[config.mk]
export PLATFORM = sky130hd
export DESIGN_NAME = imem_loader
export DESIGN_NICKNAME = d
export VERILOG_FILES = /design/src/rtl/loader_pkg.sv /design/src/rtl/word_packer.sv /design/src/rtl/imem_loader.sv
export SDC_FILE = /design/constraint.sdc
export NUM_CORES = 1
export LEC_CHECK = 0
export CORE_MARGIN = 2
export CORE_UTILIZATION = 52
export CTS_BUF_LIST = sky130_fd_sc_hd__clkbuf_4
export CTS_CLUSTER_SIZE = 40
export DETAILED_ROUTE_END_ITERATION = 10
export GPL_TIMING_DRIVEN = 1
export PLACE_DENSITY = 0.9
export SLEW_MARGIN = 0
export SYNTH_ARGS = -nofsm -noshare
export SYNTH_HDL_FRONTEND = slang
export SYNTH_SLANG_ARGS = --single-unit
[constraint.sdc]
create_clock -name clk -period 2.05 [get_ports clk]
set_input_delay 0.205 -clock clk [delete_from_list [all_inputs] [get_ports clk]]
set_output_delay 0.205 -clock clk [all_outputs]
set_load 0.1 [all_outputs]
[src/rtl/loader_pkg.sv]
// Shared types for the instruction-memory loader.
// Holds the loader FSM state encoding and frame-format constants.
package loader_pkg;

    typedef enum logic [2:0] {
        IDLE,
        LEN_LO,
        LEN_HI,
        BYTE,
        WRITE,
        DONE,
        ERROR
    } loader_state_t;

    localparam int LEN_BYTES      = 2;
    localparam int BYTES_PER_WORD = 4;

endpackage

[src/rtl/word_packer.sv]
// Assembles 4 accepted bytes into a 32-bit little-endian word.
// Ports: i_clk, i_rst_n, i_clear, i_valid, i_byte in; o_word, o_full out.
module word_packer
    import loader_pkg::*;
(
    input  logic        i_clk,
    input  logic        i_rst_n,
    input  logic        i_clear,
    input  logic        i_valid,
    input  logic [7:0]  i_byte,
    output logic [31:0] o_word,
    output logic        o_full
);

    logic [1:0]  r_cnt;
    logic [31:0] r_word;

    // Bytes enter at the top and shift down, so the first byte
    // ends up in [7:0] once the fourth one arrives.
    assign o_word = {i_byte, r_word[31:8]};
    assign o_full = i_valid && (r_cnt == 2'(BYTES_PER_WORD - 1));

    always_ff @(posedge i_clk or negedge i_rst_n) begin
        if (!i_rst_n) begin
            r_cnt  <= '0;
            r_word <= '0;
        end else if (i_clear) begin
            r_cnt  <= '0;
            r_word <= '0;
        end else if (i_valid) begin
            r_word <= o_word;
            r_cnt  <= r_cnt + 2'd1;
        end
    end

endmodule

[src/rtl/imem_loader.sv]
// Streams a length-prefixed program image into instruction memory
// and holds the core in reset until the last word is written.
// Ports: clk, reset_n, start, rx_data/rx_valid in; rx_ready,
//   imem_we/addr/wdata, core_reset_n, busy, done, error out.
module imem_loader
    import loader_pkg::*;
#(
    parameter int ADDR_WIDTH = 10,
    parameter bit AUTO_START = 1'b1
) (
    input  logic                  clk,
    input  logic                  reset_n,
    input  logic                  start,
    input  logic [7:0]            rx_data,
    input  logic                  rx_valid,
    output logic                  rx_ready,
    output logic                  imem_we,
    output logic [ADDR_WIDTH-1:0] imem_addr,
    output logic [31:0]           imem_wdata,
    output logic                  core_reset_n,
    output logic                  busy,
    output logic                  done,
    output logic                  error
);

    localparam loader_state_t RST_STATE = AUTO_START ? LEN_LO : IDLE;
    localparam int            LEN_W     = LEN_BYTES * 8;

    loader_state_t         r_state;
    loader_state_t         w_next;
    logic [LEN_W-1:0]      r_len;
    logic [ADDR_WIDTH:0]   r_wcnt;
    logic                  r_we;
    logic [ADDR_WIDTH-1:0] r_addr;
    logic [31:0]           r_wdata;
    logic                  r_core_rst_n;

    logic                  w_acc;
    logic                  w_clear;
    logic [LEN_W-1:0]      w_len_n;
    logic                  w_too_big;
    logic                  w_last;
    logic [31:0]           w_word;
    logic                  w_full;

    assign rx_ready = (r_state == LEN_LO) || (r_state == LEN_HI) ||
                      (r_state == BYTE);
    assign w_acc    = rx_valid && rx_ready;

    // Full length as it will be once the high byte lands.
    assign w_len_n   = {rx_data, r_len[7:0]};
    assign w_too_big = 32'(w_len_n) > (32'd1 << ADDR_WIDTH);
    assign w_last    = (32'(r_wcnt) + 32'd1) == 32'(r_len);

    word_packer u_packer (
        .i_clk   (clk),
        .i_rst_n (reset_n),
        .i_clear (w_clear),
        .i_valid (w_acc && (r_state == BYTE)),
        .i_byte  (rx_data),
        .o_word  (w_word),
        .o_full  (w_full)
    );

    always_comb begin
        w_next  = r_state;
        w_clear = 1'b0;
        unique case (r_state)
            IDLE: begin
                if (start) begin
                    w_next  = LEN_LO;
                    w_clear = 1'b1;
                end
            end
            LEN_LO: begin
                if (w_acc) w_next = LEN_HI;
            end
            LEN_HI: begin
                if (w_acc) begin
                    if (w_len_n == '0)  w_next = DONE;
                    else if (w_too_big) w_next = ERROR;
                    else                w_next = BYTE;
                end
            end
            BYTE: begin
                if (w_full) w_next = WRITE;
            end
            WRITE: begin
                w_next = w_last ? DONE : BYTE;
            end
            DONE, ERROR: begin
                if (start) begin
                    w_next  = LEN_LO;
                    w_clear = 1'b1;
                end
            end
            default: w_next = RST_STATE;
        endcase
    end

    always_ff @(posedge clk or negedge reset_n) begin
        if (!reset_n) begin
            r_state      <= RST_STATE;
            r_len        <= '0;
            r_wcnt       <= '0;
            r_we         <= 1'b0;
            r_addr       <= '0;
            r_wdata      <= '0;
            r_core_rst_n <= 1'b0;
        end else begin
            r_state      <= w_next;
            r_core_rst_n <= (w_next == DONE);
            r_we         <= (w_next == WRITE);
            if (w_clear) begin
                r_len  <= '0;
                r_wcnt <= '0;
            end
            if ((r_state == LEN_LO) && w_acc) r_len[7:0]  <= rx_data;
            if ((r_state == LEN_HI) && w_acc) r_len[15:8] <= rx_data;
            // Capture the completed word so addr/data hold through WRITE.
            if ((r_state == BYTE) && w_full) begin
                r_addr  <= r_wcnt[ADDR_WIDTH-1:0];
                r_wdata <= w_word;
            end
            if (r_state == WRITE) r_wcnt <= r_wcnt + 1'b1;
        end
    end

    assign imem_we      = r_we;
    assign imem_addr    = r_addr;
    assign imem_wdata   = r_wdata;
    assign core_reset_n = r_core_rst_n;
    assign busy         = (r_state == LEN_LO) || (r_state == LEN_HI) ||
                          (r_state == BYTE)   || (r_state == WRITE);
    assign done         = (r_state == DONE);
    assign error        = (r_state == ERROR);

endmodule
# After elaboration in Yosys (flattened, before gate mapping)
# Index checks and enable logic that the tools add are counted.
[totals]
reg_bits = 108
inputBits = 12
output_inout_bits = 48
wordCells = 59
[classes]
n_addsub = 3
n_lt_le_gt_ge = 1
n_eq_ne = 10
mux = 19
reduce_logical = 16
[ops]
columns = ["operator", "n"]
rows = [
  ["$mux 32", 2],
  ["$mux 11", 2],
  ["$mux 3", 7],
  ["$eq 12x16->1", 1],
  ["$gt 16x11->1 const B", 1],
  ["$logic_not 16->1", 1],
  ["$mux 16", 1],
  ["$mux 8", 2],
  ["$eq 3x3->1 const B", 5],
  ["$pmux 3 s5", 1],
  ["$add 11x1->12 const B", 1],
  ["$add 11x1->11 const B", 1],
  ["$reduce_bool 2->1", 4],
  ["$eq 3x2->1 const B", 2],
  ["$logic_and 1x1->1", 6],
  ["$mux 2", 2],
  ["$eq 3x1->1 const B", 1],
  ["$logic_not 3->1", 1],
  ["$logic_or 1x1->1", 3],
  ["$reduce_or 3->1", 1],
  ["$add 2x1->2 const B", 1],
  ["$eq 2x2->1 const B", 1],
  ["$mux 1", 2],
]

# Depth between registers and ports, before layout
[logic_depth]
ltp_word = 9
depth_mapped = 9
mapped_depth_nobuf = 7

# Cells and area by module
# From an unflattened synthesis, not the netlist that was laid out.
[hier_totals]
hier_cells = 511
area_unflattened_um2 = 4668.2
[by_module_without_submodules]
columns = ["module", "n_inst", "cells_each", "area_each_um2", "seq_area_each_um2"]
rows = [
  ["imem_loader", 1, 417, 3513.4, 1853.0],
  ["word_packer", 1, 94, 1154.9, 650.6],
]

# Worst setup path before layout
# OpenSTA, ideal clock, no wires.
[synth_timing]
kind = "register to output"
from = "register r_state[0]"
to = "output port busy"
arrival_ns = 2.533
required_ns = 1.845
slack_ns = -0.688
path_stages_with_launch = 4
n_path_buf = 0
cell_sequence = "dfstp_2 > nor2_1 > nor2_1 > or2_2"
[synth_via]
elab_chain_cells = 4
word_cells_on_any_way = 7
classes_between = "eq/ne: 4; reduce/logical: 3"
[synth_rtl]
columns = ["element", "line_no", "source"]
rows = [
  ["start: declaration", "imem_loader.sv:29", "loader_state_t r_state;"],
  ["start signal: assignment", "imem_loader.sv:111", "r_state <= w_next;"],
  ["$eq 3x1->1 / $eq 3x2->1 (equally long branches)", "n/a", ""],
  ["$logic_or 1x1->1", "n/a", ""],
  ["$logic_or 1x1->1 *", "n/a", ""],
  ["named net rx_ready", "imem_loader.sv:16", "output logic rx_ready,"],
  ["$logic_or 1x1->1 *", "imem_loader.sv:134", "(r_state == BYTE) || (r_state == WRITE);"],
  ["end: declaration", "imem_loader.sv:21", "output logic busy,"],
]
# The timed path passes the listed nets; every way through them passes the cells marked *.

# Worst setup path in the final report
[layout_timing]
from = "register r_wcnt[1]"
to = "register r_core_rst_n (netlist: core_reset_n)"
[layout_via]
elab_chain_cells = 5
[layout_rtl]
columns = ["element", "line_no", "source"]
rows = [
  ["start: declaration", "imem_loader.sv:32", "logic [ADDR_WIDTH:0] r_wcnt;"],
  ["start signal: assignment", "imem_loader.sv:125", "if (r_state == WRITE) r_wcnt <= r_wcnt + 1'b1;"],
  ["$add 11x1->12", "imem_loader.sv:53", "assign w_last = (32'(r_wcnt) + 32'd1) == 32'(r_len);"],
  ["$eq 12x16->1", "imem_loader.sv:53", ""],
  ["$mux 3", "imem_loader.sv:89", "w_next = w_last ? DONE : BYTE;"],
  ["$pmux 3 s5", "imem_loader.sv:68", "unique case (r_state)"],
  ["named net w_next[2]", "imem_loader.sv:30", "loader_state_t w_next;"],
  ["$eq 3x3->1", "imem_loader.sv:112", "r_core_rst_n <= (w_next == DONE);"],
  ["end signal: assignment", "imem_loader.sv:112", ""],
  ["end: declaration", "imem_loader.sv:36", "logic r_core_rst_n;"],
]
# The timed path passes the listed nets, and every way through them passes these cells.
# A chain may end at the register's enable or synchronous reset.

==> run_results.csv <==
group,metric,value,unit
grt,grt_pass1_vias,3748,
routing,first_pass_iters,5,
yosys,ys_ff_latch,100,
cells_and_area,fill_cells,618,
min_path,worstHoldPathType,"primary input to async pin",
yosys,synthesis.nets,463,
cells_and_area,final_area,5810,sq um
outcome,status,"finished, violations left",
worst_setup_path,crit_chain,"buf_4 -> and3_2 -> or3_1 -> a31oi_1 -> o2111ai_2 -> o31ai_2 -> and3_1",
grt,grt_overflow,0,
grt,grt_max_degree,72,
power_and_ir_drop,total_leakage_power,2.75,nW
place,placed_cell_area,5460,sq um
timing,slew_viol_final,0,
yosys,synthXorXnorAreaFrac,0.0259,
die,die_area,9580,sq um
timing,timing.final.crit_period,2070,ps
worst_setup_path,crit_end,"core_reset_n",
grt,grt_pass1_wl,18400,um
worst_setup_path,cp_top_family,"simple AND/OR/NAND/NOR gates",
cts,cts-root-buf,"clkbuf_4",
yosys,synth_flop_cell,"dfrtp_1",
timing,finalClockSkew,15.1,ps
yosys,ys_types,48,
flow_run,maxCapViolations,0,
routing,postRouteAntennaNets,0,
grt,gr-usage-all-layers,0.239,
yosys,synthArstFlopShare,1.00,
timing,post-route-period-util,1.01,
power_and_ir_drop,powerDensity,1600,nW/um^2
routing,wl_per_cell,17.3,um
yosys,synth-adder-area-share,0.00765,
worst_setup_path,worstRegToRegCells,7,
yosys,synthMuxAreaShare,0.101,
timing,rsz0062_at_grt,"yes",
outcome,violations,"setup timing",
cells_and_area,final_core_util,0.673,
timing,worstMarginPinSlew,578,ps
cells_and_area,final_cells,650,
worst_setup_path,path_class,"register to register",
grt,grt_antenna_before_repair,1,
routing,drc,0,
cts,clock-sinks,100,
cells_and_area,drive_gt1_frac,0.325,
cells_and_area,nNetsFinal,550,
die,start_util,0.531,
place,port_buffers,59,
worst_setup_path,r2r-end,"core_reset_n",
die,io-pin-count,60,
routing,routed_wl,11300,um
worst_setup_path,critPathLaunchType,"register",
cts,cts_buffers,9,
worst_setup_path,crit_path_max_fanout,6,
routing,viasPerCell,5.86,
timing,slew_headroom,0.614,
timing,final_hold_viol_count,0,
power_and_ir_drop,peakVddDrop,1.37,mV
yosys,ys_seq_area_frac,0.546,
worst_setup_path,critPathArrivalTime,2470,ps
worst_setup_path,path_buf_inv,1,
power_and_ir_drop,fin_total_pwr,9.32,mW
die,num_rows,34,
yosys,synthSimpleGateAreaFrac,0.159,
timing,timing.final.ws_setup,-20.8,ps
yosys,synth_enable_flop_cells,0,
worst_setup_path,slowest_delay,450,ps
yosys,avgSynthCellArea,10.2,sq um
die,die_h,97.9,um
worst_setup_path,reg2reg_from,"r_wcnt[1]",
routing,drtIter0Drc,279,
worst_setup_path,crit_slowest_cell,"dfrtp_1",
yosys,syn_area,4580,sq um
place,dp.cells,627,
cts,htree_num_levels,3,
yosys,yosysWarnings,0,
yosys,synth_cells,449,
worst_setup_path,startpoint,"r_wcnt[1]",
cts,clk_pin_slew,170,ps
routing,vias,3810,
place,dp_hpwl,7570,um
yosys,synth_top_family_by_area,"simple AND/OR/NAND/NOR gates",
timing,whs,195,ps
cts,clkLatencyLatePin,450,ps
timing,setup_viol_count_final,1,
worst_setup_path,rrSetupSlack,-20,ps
place,place_congestion,0.917,
die,die_w,97.9,um
cells_and_area,syn_to_final_growth,26.9,%
yosys,synth_compound_area_frac,0.132,
worst_setup_path,path_depth,7,
die,core_area,8640,sq um
worst_setup_path,cp.required,2450,ps
worst_setup_path,end_kind,"register",
cts,cts_tree,"done",
cts,clockBufferDepth,2,
timing,fmax,0.483,GHz
worst min-delay path by stage:
stage	endpoint	cells after the start
after detailed placement	r_len[12]	1
after global routing	imem_wdata[20]	2
after global placement	r_len[14]	1
after floorplan	core_reset_n	0
after CTS	imem_wdata[20]	2
final	imem_wdata[20]	2
registers in the layout, indices dropped and copies added (netlist names), 2 cells and up:
| register | flops |
|---|---|
| u_packer.r_word | 24 |
| r_wcnt | 11 |
| r_state | 3 |
| imem_wdata | 32 |
| r_len | 16 |
| u_packer.r_cnt | 2 |
| imem_addr | 10 |
cells by family after synthesis:
kind of cell	Yosys count
xor gates and xnor gates	12
AOI/OAI and AO/OA	102
adders and majority gates	3
and+or+nand+nor	162
buffers and inverters	29
muxes	41
DFF	100
layout by cell type, fill, tap and decap left out, types with 4 or more instances in the layout:
cell             instances
dfrtp_1                 97
mux2_2                  41
buf_4                   80
nor2b_1                  4
xnor2_1                  5
and2_1                   6
nand3_1                  9
clkbuf_4                 9
clkdlybuf4s50_1         10
buf_12                   8
a31oi_1                  4
nor2_1                  10
nand2b_1                 5
nand2_1                 97
a21oi_1                 34
o21ai_0                 40
o41ai_1                  5
synthesized netlist by cell type (2+ instances only):
cell / count / area share
dfrtp_1: 99 / 0.54
nand2_1: 99 / 0.081
mux2_2: 41 / 0.10
o21ai_0: 41 / 0.045
a21oi_1: 34 / 0.037
clkbuf_1: 16 / 0.013
nor2_1: 13 / 0.011
nand3_1: 9 / 0.0098
and2_1: 8 / 0.011
buf_2: 7 / 0.0076
xnor2_1: 7 / 0.013
nand2b_1: 5 / 0.0068
nor2b_1: 5 / 0.0068
o41ai_1: 5 / 0.0096
a31oi_1: 4 / 0.0055
and3_1: 4 / 0.0055
nor4_1: 4 / 0.0055
xor2_1: 4 / 0.0076
inv_1: 3 / 0.0025
nand4_1: 3 / 0.0041
or3_1: 3 / 0.0041
a311oi_1: 2 / 0.0038
a31o_2: 2 / 0.0038
buf_1: 2 / 0.0016
ha_1: 2 / 0.0055
nor3_1: 2 / 0.0022
nor3b_1: 2 / 0.0033
o2111ai_1: 2 / 0.0038
o211a_1: 2 / 0.0044
per-stage QoR:
stage / TNS (ps) / worst slack (ps)
final: -20.8 / -20.8
after global routing: -265 / -112
after detailed placement: -104 / -52.5
after CTS: -72.1 / -55.6
after floorplan: 0 / 26.4
after global placement: -14.9 / -14.9
power by group:
part	total [mW]	switching (mW)	internal, mW
Sequential	3.15	0.563	2.58
Combinational	5.04	3.57	1.48
Clock	1.13	0.724	0.407
Total	9.32	4.85	4.47
what timing repair did:
| item | in CTS | in global routing |
|---|---|---|
| endpoints found under the setup margin | 3 | 5 |
| buffers inserted | 3 | 3 |
| hold buffers | 1 | 0 |
| pin swaps | 6 | 7 |
| endpoints found under the hold margin | 29 | 0 |
| gates resized for setup | 16 | 13 |
| gates cloned | 0 | 0 |
metal layers:
layer,up-vias,part of all wire,track usage
met5,-,0,0
met4,0,0.027,0.0994
met1,1879,0.42,0.312
li1,1750,-,-
met2,151,0.50,0.398
met3,30,0.050,0.0401
cell type report:
class | count | area (sq um) | share of cell area
antenna | 1 | 2.50 | 0.000430
clock buffer | 9 | 67.6 | 0.0116
clock inverter | 7 | 92.6 | 0.0159
inverter | 3 | 11.3 | 0.00194
multi-input combinational | 320 | 2090 | 0.360
sequential | 100 | 2510 | 0.431
tap | 108 | 135 | 0.0232
timing repair buffer | 102 | 906 | 0.156
(Power assumes the default switching activity.)
